## src/rtl/pkg_dtypes.sv

```systemverilog
// Shared datatypes for the execution-unit / interconnect boundary.
// The type_icon_txq_entry struct is the storage element of the transmit queue.
package pkg_dtypes;

    typedef struct packed {
        logic [3:0] eu_idx;
        logic [3:0] reg_idx;
    } type_exec_unit_addr;

    typedef logic [31:0] type_exec_unit_data;

    typedef struct packed {
        type_exec_unit_data opd_data;
        type_exec_unit_addr opd_addr;
        logic               opd_opx;
        logic               opd_valid;
    } type_alpu_channel_tx;

    typedef struct packed {
        type_exec_unit_addr addr;
        type_exec_unit_data data;
        logic               valid;
    } type_icon_tx_channel;

    typedef struct packed {
        logic                opx;
        type_icon_tx_channel tx;
    } type_icon_channel;

    typedef struct packed {
        logic ready;
    } type_icon_rx_channel;

    typedef struct packed {
        logic               opx;
        type_exec_unit_addr addr;
        type_exec_unit_data data;
    } type_icon_txq_entry;

endpackage

```

## src/rtl/eu_icon_txq.sv

```systemverilog
// Transmit queue from an execution unit's ALPU result port to the interconnect.
// Circular FIFO; the head entry is presented combinationally from storage.
module eu_icon_txq
    import pkg_dtypes::*;
#(
    parameter  int unsigned DEPTH = 4,
    localparam int unsigned PTR_W = $clog2(DEPTH)
) (
    input  logic                i_clk,
    input  logic                i_rstn,
    input  type_alpu_channel_tx i_alpu_tx,
    output logic                o_alpu_ready,
    output type_icon_channel    o_icon,
    input  type_icon_rx_channel i_icon_rx,
    output logic [PTR_W:0]      o_count
);

    localparam logic [PTR_W:0] FULL_CNT = DEPTH[PTR_W:0];

    type_icon_txq_entry mem_q [DEPTH];
    type_icon_txq_entry head;

    logic [PTR_W-1:0] wr_ptr_q, wr_ptr_d;
    logic [PTR_W-1:0] rd_ptr_q, rd_ptr_d;
    logic [PTR_W:0]   count_q, count_d;
    logic             push, pop, valid;

    // Ready decodes registered occupancy only: a pop at full never frees a slot in the same cycle.
    always_comb begin
        o_alpu_ready = (count_q != FULL_CNT);
        valid        = (count_q != '0);
        push         = i_alpu_tx.opd_valid & o_alpu_ready;
        pop          = valid & i_icon_rx.ready;

        wr_ptr_d = wr_ptr_q;
        rd_ptr_d = rd_ptr_q;
        count_d  = count_q;
        if (push) wr_ptr_d = wr_ptr_q + 1'b1;
        if (pop)  rd_ptr_d = rd_ptr_q + 1'b1;
        case ({push, pop})
            2'b10:   count_d = count_q + 1'b1;
            2'b01:   count_d = count_q - 1'b1;
            default: count_d = count_q;
        endcase
    end

    always_ff @(posedge i_clk) begin
        if (!i_rstn) begin
            wr_ptr_q <= '0;
            rd_ptr_q <= '0;
            count_q  <= '0;
        end else begin
            wr_ptr_q <= wr_ptr_d;
            rd_ptr_q <= rd_ptr_d;
            count_q  <= count_d;
        end
    end

    // Storage is intentionally not reset; occupancy alone qualifies its contents.
    always_ff @(posedge i_clk) begin
        if (push) begin
            mem_q[wr_ptr_q] <= '{opx:  i_alpu_tx.opd_opx,
                                 addr: i_alpu_tx.opd_addr,
                                 data: i_alpu_tx.opd_data};
        end
    end

    always_comb begin
        head           = mem_q[rd_ptr_q];
        o_icon.opx     = head.opx;
        o_icon.tx.addr = head.addr;
        o_icon.tx.data = head.data;
        o_icon.tx.valid = valid;
        o_count        = count_q;
    end

    always_ff @(posedge i_clk) begin
        if (i_rstn) begin
            assert (count_q <= FULL_CNT);
            assert (!(pop && (count_q == '0)));
        end
    end

endmodule
```

## config.mk

```make
export PLATFORM = sky130hd
export DESIGN_NAME = eu_icon_txq
export DESIGN_NICKNAME = d
export VERILOG_FILES = /design/src/rtl/pkg_dtypes.sv /design/src/rtl/eu_icon_txq.sv
export SDC_FILE = /design/constraint.sdc
export NUM_CORES = 1
export LEC_CHECK = 0
export CAP_MARGIN = 30
export CORE_UTILIZATION = 30
export DETAILED_ROUTE_END_ITERATION = 10
export DONT_BUFFER_PORTS = 1
export GPL_TIMING_DRIVEN = 0
export PLACE_DENSITY = 0.44
export SYNTH_ARGS = -nofsm -noshare
export SYNTH_HDL_FRONTEND = slang
export SYNTH_SLANG_ARGS = --single-unit
```

## constraint.sdc

```tcl
create_clock -name i_clk -period 2.6 [get_ports i_clk]
set_input_delay 0.52 -clock i_clk [delete_from_list [all_inputs] [get_ports i_clk]]
set_output_delay 0.52 -clock i_clk [all_outputs]
set_load 0.005 [all_outputs]
```

-- Word level (Yosys, flattened, before mapping)
Memory sizes are Yosys's and may differ from the RTL's. A register that Yosys moved wholly into a read port is not among the register bits.
Index checks and enable logic that the tools add are counted.
- logic and storage cells: 20
- ROM bits: 0
- memories kept: 1
- latch bits: 0
- RAM bits: 164
- bits in registers: 7
- memories (name ; depth ; bits a word ; read ports ; clocked after Yosys merged registers in ; write ports ; RTL line ; source):
    mem_q ; 4 ; 41 ; 1 ; 1 ; 1 ; eu_icon_txq.sv:20 ; type_icon_txq_entry mem_q [DEPTH];
- equality and inequality tests: 3
- reductions and logical operators: 2
- multipliers: 0
- bitwise gates (word level): 2
- divide/modulo/power cells: 0
- magnitude comparators: 0
- add/sub/neg operators: 4
- muxes and demuxes: 5
- shifts and indexed selects: 0
- operator list (operator ; count):
    $pmux 3 s2 ; 1
    $add 2x1->2 const B ; 2
    $mux 2 ; 2
    $add 3x1->3 const B ; 1
    $ne 3x3->1 const B ; 1
    $reduce_bool 3->1 ; 1
    $sub 3x1->3 const B ; 1
    $and 1x1->1 ; 2
    $eq 2x1->1 const B ; 1
    $eq 2x2->1 const B ; 1
    $mux 1 ; 2
    $reduce_bool 2->1 ; 1

-- Logic depth before layout (Yosys ltp)
Gate-level depths: netlist (run 1).
- depth after elaboration: 4
- mapped depth: 9
- gate-level depth less buffers: 9

-- Worst setup path after synthesis (run 1)
No wires, ideal clock.
- kind: reg-to-reg
- start: register count_q[0] (netlist: o_count[0])
- end: memory mem_q[2][10] (netlist name), enable pin
- setup time: 0.402 ns
- setup slack: 0.368 ns
- path buffers: 0
- stages on the path, launching flop included: 4
- required time: 2.198 ns
- arrival: 1.830 ns
- period minus slack after synthesis: 2.232 ns
- path through: dfxtp_1 > nor2_1 > a21boi_2 > and2_1
- word-level cells in the longest chain between the ends: 4
- ends and longest elaborated chain (what ; RTL line ; source):
    start: declaration ; eu_icon_txq.sv:25 ; logic [PTR_W:0] count_q, count_d;
    start signal: assignment ; eu_icon_txq.sv:55 ; count_q <= count_d;
    $ne 3x3->1 ; eu_icon_txq.sv:30 ; o_alpu_ready = (count_q != FULL_CNT);
    $and 1x1->1 ; eu_icon_txq.sv:32 ; push = i_alpu_tx.opd_valid & o_alpu_ready;
    $mux 1 ; eu_icon_txq.sv:61 ; if (push) begin
    $mux 1 (not written as such) ; eu_icon_txq.sv:62 ; mem_q[wr_ptr_q] <= '{opx: i_alpu_tx.opd_opx,
    end: declaration ; eu_icon_txq.sv:20 ;
No other way between the ends.

-- Worst setup path in the final report (run 1)
- start: register count_q[0] (netlist: o_count[0])
- end: memory mem_q[1][18] (netlist name), enable pin
Same word-level chain as after synthesis.

==> key figures, run 1 <==
Status
  – Status: completed

Clock network
  – H-Tree Depth: 4
  – Clk root buf: clkbuf_16
  – Worst-path clk slew: 0.07 ns
  – Clk Latency, worst-skew pair: 0.42 ns
  – Post-CTS Setup Inserts: 0
  – Hold Buf Count CTS: 0
  – Clock Path Buffers: 2
  – Post-CTS Resized: 0
  – CTS tree: yes
  – Clock sinks: 173
  – CTS Buf Count: 17

Global route
  – Largest net degree at the start of global routing: 27
  – Grt ovf: 0
  – GRT Util Overall: 11.7%
  – Global-route wire length before repair: 17,900 um
  – Vias in the first global route: 2,837
  – Initial antenna violation count: 0

Route
  – DR WL/cell: 20.9 um
  – DR vias: roughly 2,700
  – DRC: 0
  – Initial detailed-routing violation count: 69
  – Drt first pass iters: 4
  – Via density: 4.61
  – Antenna viol nets, final: 0
  – Total Wirelength: 12,100 um

Die
  – Die area: ~22,000 sq um
  – Die X: 149 um
  – IO Count: 91
  – Core box area: 21,100 sq um
  – DIE HEIGHT: 149 um
  – Core Rows: 53
  – Initial core utilization: 30.7%

Synthesis
  – Syn. warnings: 0
  – Post-Synth Adder-Cell Area: 1.28%
  – Largest family of logic cells by synthesized area: multiplexers
  – Area contributors post-synth: edfxtp_1 76%, mux4_2 14%, dfxtp_1 2.8%, buf_12 1.2%, ha_1 0.97%
  – Mean Syn Cell Area: between 20 and 25 sq um
  – Register area share after synthesis: 78.9%
  – Simple-Gate Fraction of Synth Area: 1.47%
  – Synth Area in Compound Gates: 0.832%
  – Cells after synthesis: 268
  – Post-synthesis mux area share: 14.6%
  – Syn nets: 319
  – Yosys top cell by area: edfxtp_1
  – Post-Synth XOR/XNOR Area: 0.542%
  – FF+latch count, synth: approximately 170
  – Yosys cell types: 26
  – Post-Syn Area: about 6500 sq um
  – Share of the synthesized area in the top cell type: 76.1%

Hold path
  – Worst Hold Class: in2reg

Setup path
  – Slowest CP cell: and2_2
  – WS Path Type: reg2reg
  – Reg2reg path depth: 4
  – FF-to-FF setup slack: around 0.31 ns
  – Buf+Inv Stages, Crit Path: 1
  – Crit path DAT: about 2.4 ns
  – CP peak stage delay: 0.77 ns
  – R2R Path End: mem_q[1][18]
  – Crit end category: register
  – Cell Chain, Critical Path: nor2_1, a21boi_2, and2_2, buf_16
  – Maximum fanout along the worst path: 26
  – Stages on the worst setup path: 4
  – Worst Setup SP: o_count[0]
  – Worst R2R Start: o_count[0]
  – Worst EP required: between 2 and 3 ns
  – Largest delay share family, worst path: simple AND/OR/NAND/NOR gates
  – Worst setup SP type: register
  – Setup crit end: mem_q[1][18]

Timing
  – Skew final: 0.0104 ns
  – Fin crit period: 2.29 ns
  – Fin Setup TNS: 0 ns
  – Slew Limit Fails: 0
  – Hold Fails Final Rpt: 0
  – Slew margin rel.: between 40% and 50%
  – Period utilisation layout: 88.1%
  – RSZ-0062 raised after global routing: false
  – Final setup violation count: 0
  – Slew at the pin closest to its max-slew limit: 0.837 ns
  – Fmax: 0.436 GHz

Placement
  – Gpl congestion: 0.653
  – Placed insts: between 500 and 600
  – Port Buf Inserts: 0
  – DP HPWL: 7250 um

Pwr
  – Design Power: 7.53 mW
  – Pwr dens: between 900 and 1000 nW/um^2
  – Peak supply drop: ~0.47 mV
  – LEAKAGE: 2.34 nW

Final layout
  – Final #Nets: 343
  – FILL cells: ~2,000
  – Final cell count without fillers: 580
  – FF+latch area: 5100 sq um
  – Layout Utilization: 35.7%
  – Area of the multi-input gates: 1220 sq um
  – Layout cells sized above 1: 29.5%
  – Synthesis-to-layout area growth: 16.5%
  – Number of inserted diodes: 0

Flow run
  – Total of max-cap violations: 0
[sequential cells by signal, indices dropped and copies added, names as in the netlist, named ones only]
register  flops
o_count       3
rd_ptr_q      2
mem_q       164
wr_ptr_q      2
[per-stage QoR]
stage,hold slack [ns],setup WS (ns),cell area (sq um)
2_1_floorplan,0.468,0.368,6470
3_3_place_gp,0.480,-0.842,6810
3_5_place_dp,0.495,0.217,6940
4_1_cts,0.162,0.194,7530
5_1_grt,0.156,0.0797,7530
6_report,0.191,0.309,7530
[synthesized netlist by cell type, drive strengths merged]
master and instances:
mux4 41, o31a 1, mux2i 2, o311ai 1, buf 11, and2 7
clkbuf 1, edfxtp 164, xnor2 3, dfxtp 9, a21boi 2, ha 5
inv 6, xor2 1, nor2b 2, nand2 6, fa 1, or3 2
o21ai 2, nor2 1
[layout by cell type, fill, tap and decap left out, types with 2 or more instances in the layout]
cell type,instances
ha_1,5
o21ai_0,2
or3_1,2
clkbuf_16,17
mux2i_1,2
clkinv_2,3
buf_12,6
edfxtp_1,164
buf_2,4
and2_2,4
clkinv_1,2
dfxtp_1,9
xnor2_1,3
nor2b_1,2
nand2_1,6
and2_1,3
buf_16,3
bufinv_16,3
inv_1,6
mux4_2,40
inv_6,4
clkbuf_1,2
[report_power, final]
group / leakage [nW] / internal (mW) / total (mW) / switching [mW]
Combinational: 0.469 / 0.779 / 1.52 / 0.741
Sequential: 1.58 / 3.36 / 3.46 / 0.0956
Clock: 0.290 / 1.51 / 2.55 / 1.04
Total: 2.34 / 5.65 / 7.53 / 1.87
[how the worst min path moves through the flow]
stage | start | endpoint | slack [ns] | cells past startpoint
after detailed placement | wr_ptr_q[1] | wr_ptr_q[1] | 0.50 | 2
after global routing | i_alpu_tx[29] | mem_q[1][19] | 0.16 | 0
after global placement | wr_ptr_q[0] | wr_ptr_q[0] | 0.48 | 2
after floorplan | wr_ptr_q[1] | wr_ptr_q[1] | 0.47 | 2
after CTS | i_alpu_tx[29] | mem_q[3][19] | 0.16 | 0
final | i_alpu_tx[29] | mem_q[0][19] | 0.19 | 0
[cells by family after synthesis]
| group | count (synthesis) |
|---|---|
| AO/OA/AOI/OAI | 6 |
| XOR/XNOR | 4 |
| adder cells (fa/ha/maj) | 6 |
| buffers and inverters | 18 |
| flip-flops | 173 |
| multiplexers | 43 |
| AND/OR/NAND/NOR | 18 |
[routing by layer]
metal | GRT usage, % | wire [um] | up-vias
li1 | - | - | 1162
met1 | 14.1 | 5180 | 1443
met2 | 18.6 | 6050 | 59
met3 | 4.59 | 733 | 8
met4 | 5.05 | 161 | 0
met5 | 0 | 0 | -
[cell type report]
type / count / area share (%)
flip-flops and latches: 173 / 67.8
multi-input cells: 77 / 16.2
clock buffers: 18 / 5.70
well taps: 275 / 4.57
clock inverters: 14 / 2.18
plain buffers: 12 / 1.68
repair buffers: 5 / 1.63
inverters: 6 / 0.299
(Power assumes the default switching activity.)
==> run 2: changes to the inputs <==
--- a/config.mk
+++ b/config.mk
@@ -6,11 +6,11 @@
 export NUM_CORES = 1
 export LEC_CHECK = 0
 export CAP_MARGIN = 30
-export CORE_UTILIZATION = 30
+export CORE_UTILIZATION = 40
 export DETAILED_ROUTE_END_ITERATION = 10
 export DONT_BUFFER_PORTS = 1
 export GPL_TIMING_DRIVEN = 0
-export PLACE_DENSITY = 0.44
+export PLACE_DENSITY = 0.54
 export SYNTH_ARGS = -nofsm -noshare
 export SYNTH_HDL_FRONTEND = slang
 export SYNTH_SLANG_ARGS = --single-unit
==> run 2 against run 1 <==
Clock power about the same. Total power down 0.79%. Cell count down 10%. Worst setup slack better by 0.075 ns. Combinational power down 5%. Core utilization up 11 points. Sequential share of layout area up 0.68 points. Clock skew about the same. Die area down 25%. Critical path depth down 1. Fmax up 3.4%. Non-clock buffer count down 1. Largest power group unchanged.
==> key figures, run 2 (synthesized netlist as in run 1, its figures left out) <==
Timing
  – Slew margin rel.: 61.0% (+17 points)
  – Slew at the pin closest to its max-slew limit: 0.586 ns (-0.251 ns)
  – Fin Setup TNS: 0 ns (unchanged)
  – Fmax: 0.451 GHz (+3.4%)
  – Period utilisation layout: 85.2% (-2.9 points)
  – Slew Limit Fails: 0 (unchanged)
  – RSZ-0062 raised after global routing: false
  – Skew final: 0.0103 ns (-0.0000838 ns)
  – Fin crit period: 2.22 ns (-0.0750 ns)
  – Hold Fails Final Rpt: 0 (unchanged)
  – Hold_ws: 0.188 ns (-0.00363 ns)
  – Final setup violation count: 0 (unchanged)

Final layout
  – Layout cells sized above 1: 30.3% (+0.75 points)
  – Synthesis-to-layout area growth: 15.3%
  – Layout Utilization: 47.1% (+11 points)
  – Commonest non-fill, non-tap cell in the layout: edfxtp_1
  – Number of inserted diodes: 0 (unchanged)
  – Area of the multi-input gates: 1220 sq um (unchanged)
  – FF+latch area: 5100 sq um (unchanged)
  – Commonest non-fill, non-tap cells in the layout: 164 x edfxtp_1, 40 x mux4_2, 22 x clkbuf_16
  – Final #Nets: 342 (-0.29%)
  – Top reg by flops: mem_q
  – FILL cells: 1,310 (-33%)
  – Max reg flops: 164 (unchanged)

Route
  – Total Wirelength: 10,700 um (-12%)
  – Antenna viol nets, final: 0 (unchanged)
  – DR vias: 2,622 (-1.9%)
  – Drt first pass iters: 4 (unchanged)
  – Initial detailed-routing violation count: 249 (+260%)
  – Via density: 5.04 (+9.5%)
  – DRC: 0 (unchanged)
  – DR WL/cell: 20.6 um (-1.5%)

Global route
  – Grt ovf: 0 (unchanged)
  – Largest net degree at the start of global routing: 28 (+3.7%)
  – Initial antenna violation count: 0 (unchanged)
  – Global-route wire length before repair: 16,100 um (-10%)
  – Vias in the first global route: 2,802 (-1.2%)
  – GRT Util Overall: 14.0% (+2.3 points)

Die
  – DIE HEIGHT: 129 um (-13%)
  – IO Count: 91 (unchanged)
  – Initial core utilization: 40.9% (+10 points)
  – Core Rows: 46 (-13%)
  – Core box area: 15,800 sq um (-25%)
  – Die area: 16,700 sq um (-25%)
  – Die X: 129 um (-13%)

Clock network
  – Worst-path clk slew: 0.07 ns (about the same)
  – Post-CTS Setup Inserts: 0 (unchanged)
  – Clk root buf: clkbuf_16
  – CTS tree: yes
  – Clock Path Buffers: 2 (unchanged)
  – Hold Buf Count CTS: 0 (unchanged)
  – Post-CTS Resized: 0 (unchanged)
  – Clk Latency, worst-skew pair: 0.42 ns (about the same)
  – CTS Buf Count: 17 (unchanged)
  – H-Tree Depth: 4 (unchanged)
  – Clock sinks: 173 (unchanged)

Setup path
  – Worst setup SP type: register
  – Worst EP required: 2.08 ns (-0.64 ns)
  – Reg2reg path depth: 9 (+5)
  – Maximum fanout along the worst path: 10 (-62%)
  – Crit path DAT: 1.70 ns (-0.71 ns)
  – WS Path Type: reg2out
  – Worst R2R Start: o_count[0]
  – Crit end category: output port

Placement
  – Port Buf Inserts: 0 (unchanged)
  – Gpl congestion: 0.621 (-4.9%)
  – DP HPWL: 6660 um (-8.1%)

Pwr
  – LEAKAGE: 2.34 nW (+0.28%)
  – Pwr dens: 1000 nW/um^2 (+0.21%)
  – Peak supply drop: 0.415 mV (-11%)

Hold path
  – Worst hold stages: 0 (unchanged)
  – Worst Hold Class: in2reg
  – Hold_sp: i_alpu_tx[29]

Flow run
  – Total of max-cap violations: 0 (unchanged)

Status
  – Status: completed
[run 2: changes by cell type in the layout (fill, tap and decap cells not counted), moves of 2 or more]
cell,before,now
buf_12,6,8
buf_16,3,0
bufinv_16,3,0
clkbuf_16,17,22
clkinv_1,2,0
clkinv_2,3,1
clkinv_4,1,4
[run 2: worst paths after layout]
kind | to | slack [ns]
worst max-delay path | o_icon[31] | 0.38
worst min-delay path | mem_q[1][19] | 0.19
worst max register to register | o_count[2] | 0.45
worst min register to register | wr_ptr_q[1] | 0.51
[run 2: where the power goes]
| part | total (mW) | internal [mW] | switching, mW |
|---|---|---|---|
| Combinational | 1.44 | 0.746 | 0.690 |
| Clock | 2.58 | 1.53 | 1.05 |
| Sequential | 3.45 | 3.36 | 0.0928 |
[run 2: layout make-up]
cell class	instances	area share, %
inverters	6	0.302
plain buffers	12	1.69
well taps	216	3.62
multi-input cells	77	16.3
flip-flops and latches	173	68.5
clock inverters	10	1.12
clock buffers	22	7.38
repair buffers	4	1.07
[run 2: per-stage QoR]
step	std cells	power (mW)	worst slack (ns)	cell area, sq um
global placement	484	4.97	-0.636	6740
CTS	520	7.61	0.286	7460
floorplan	268	4.66	0.368	6470
detailed placement	488	5.02	0.439	6820
global route	520	7.80	0.251	7460
finish	520	7.47	0.384	7460
[run 2: worst max-delay path, cell delays in order, from the launching register on]
cell and delay [ns]:
dfxtp_1 0.31, buf_1 0.22, buf_2 0.34, mux4_2 0.40
[run 2: layer usage]
metal  up-vias  track usage, %  share of wire [%]
met1      1395            15.7                 41
li1       1154               -                  -
met2        58            23.1                 51
met3        15            5.74                6.2
met5         -               0                  0
met4         0            6.64                1.5
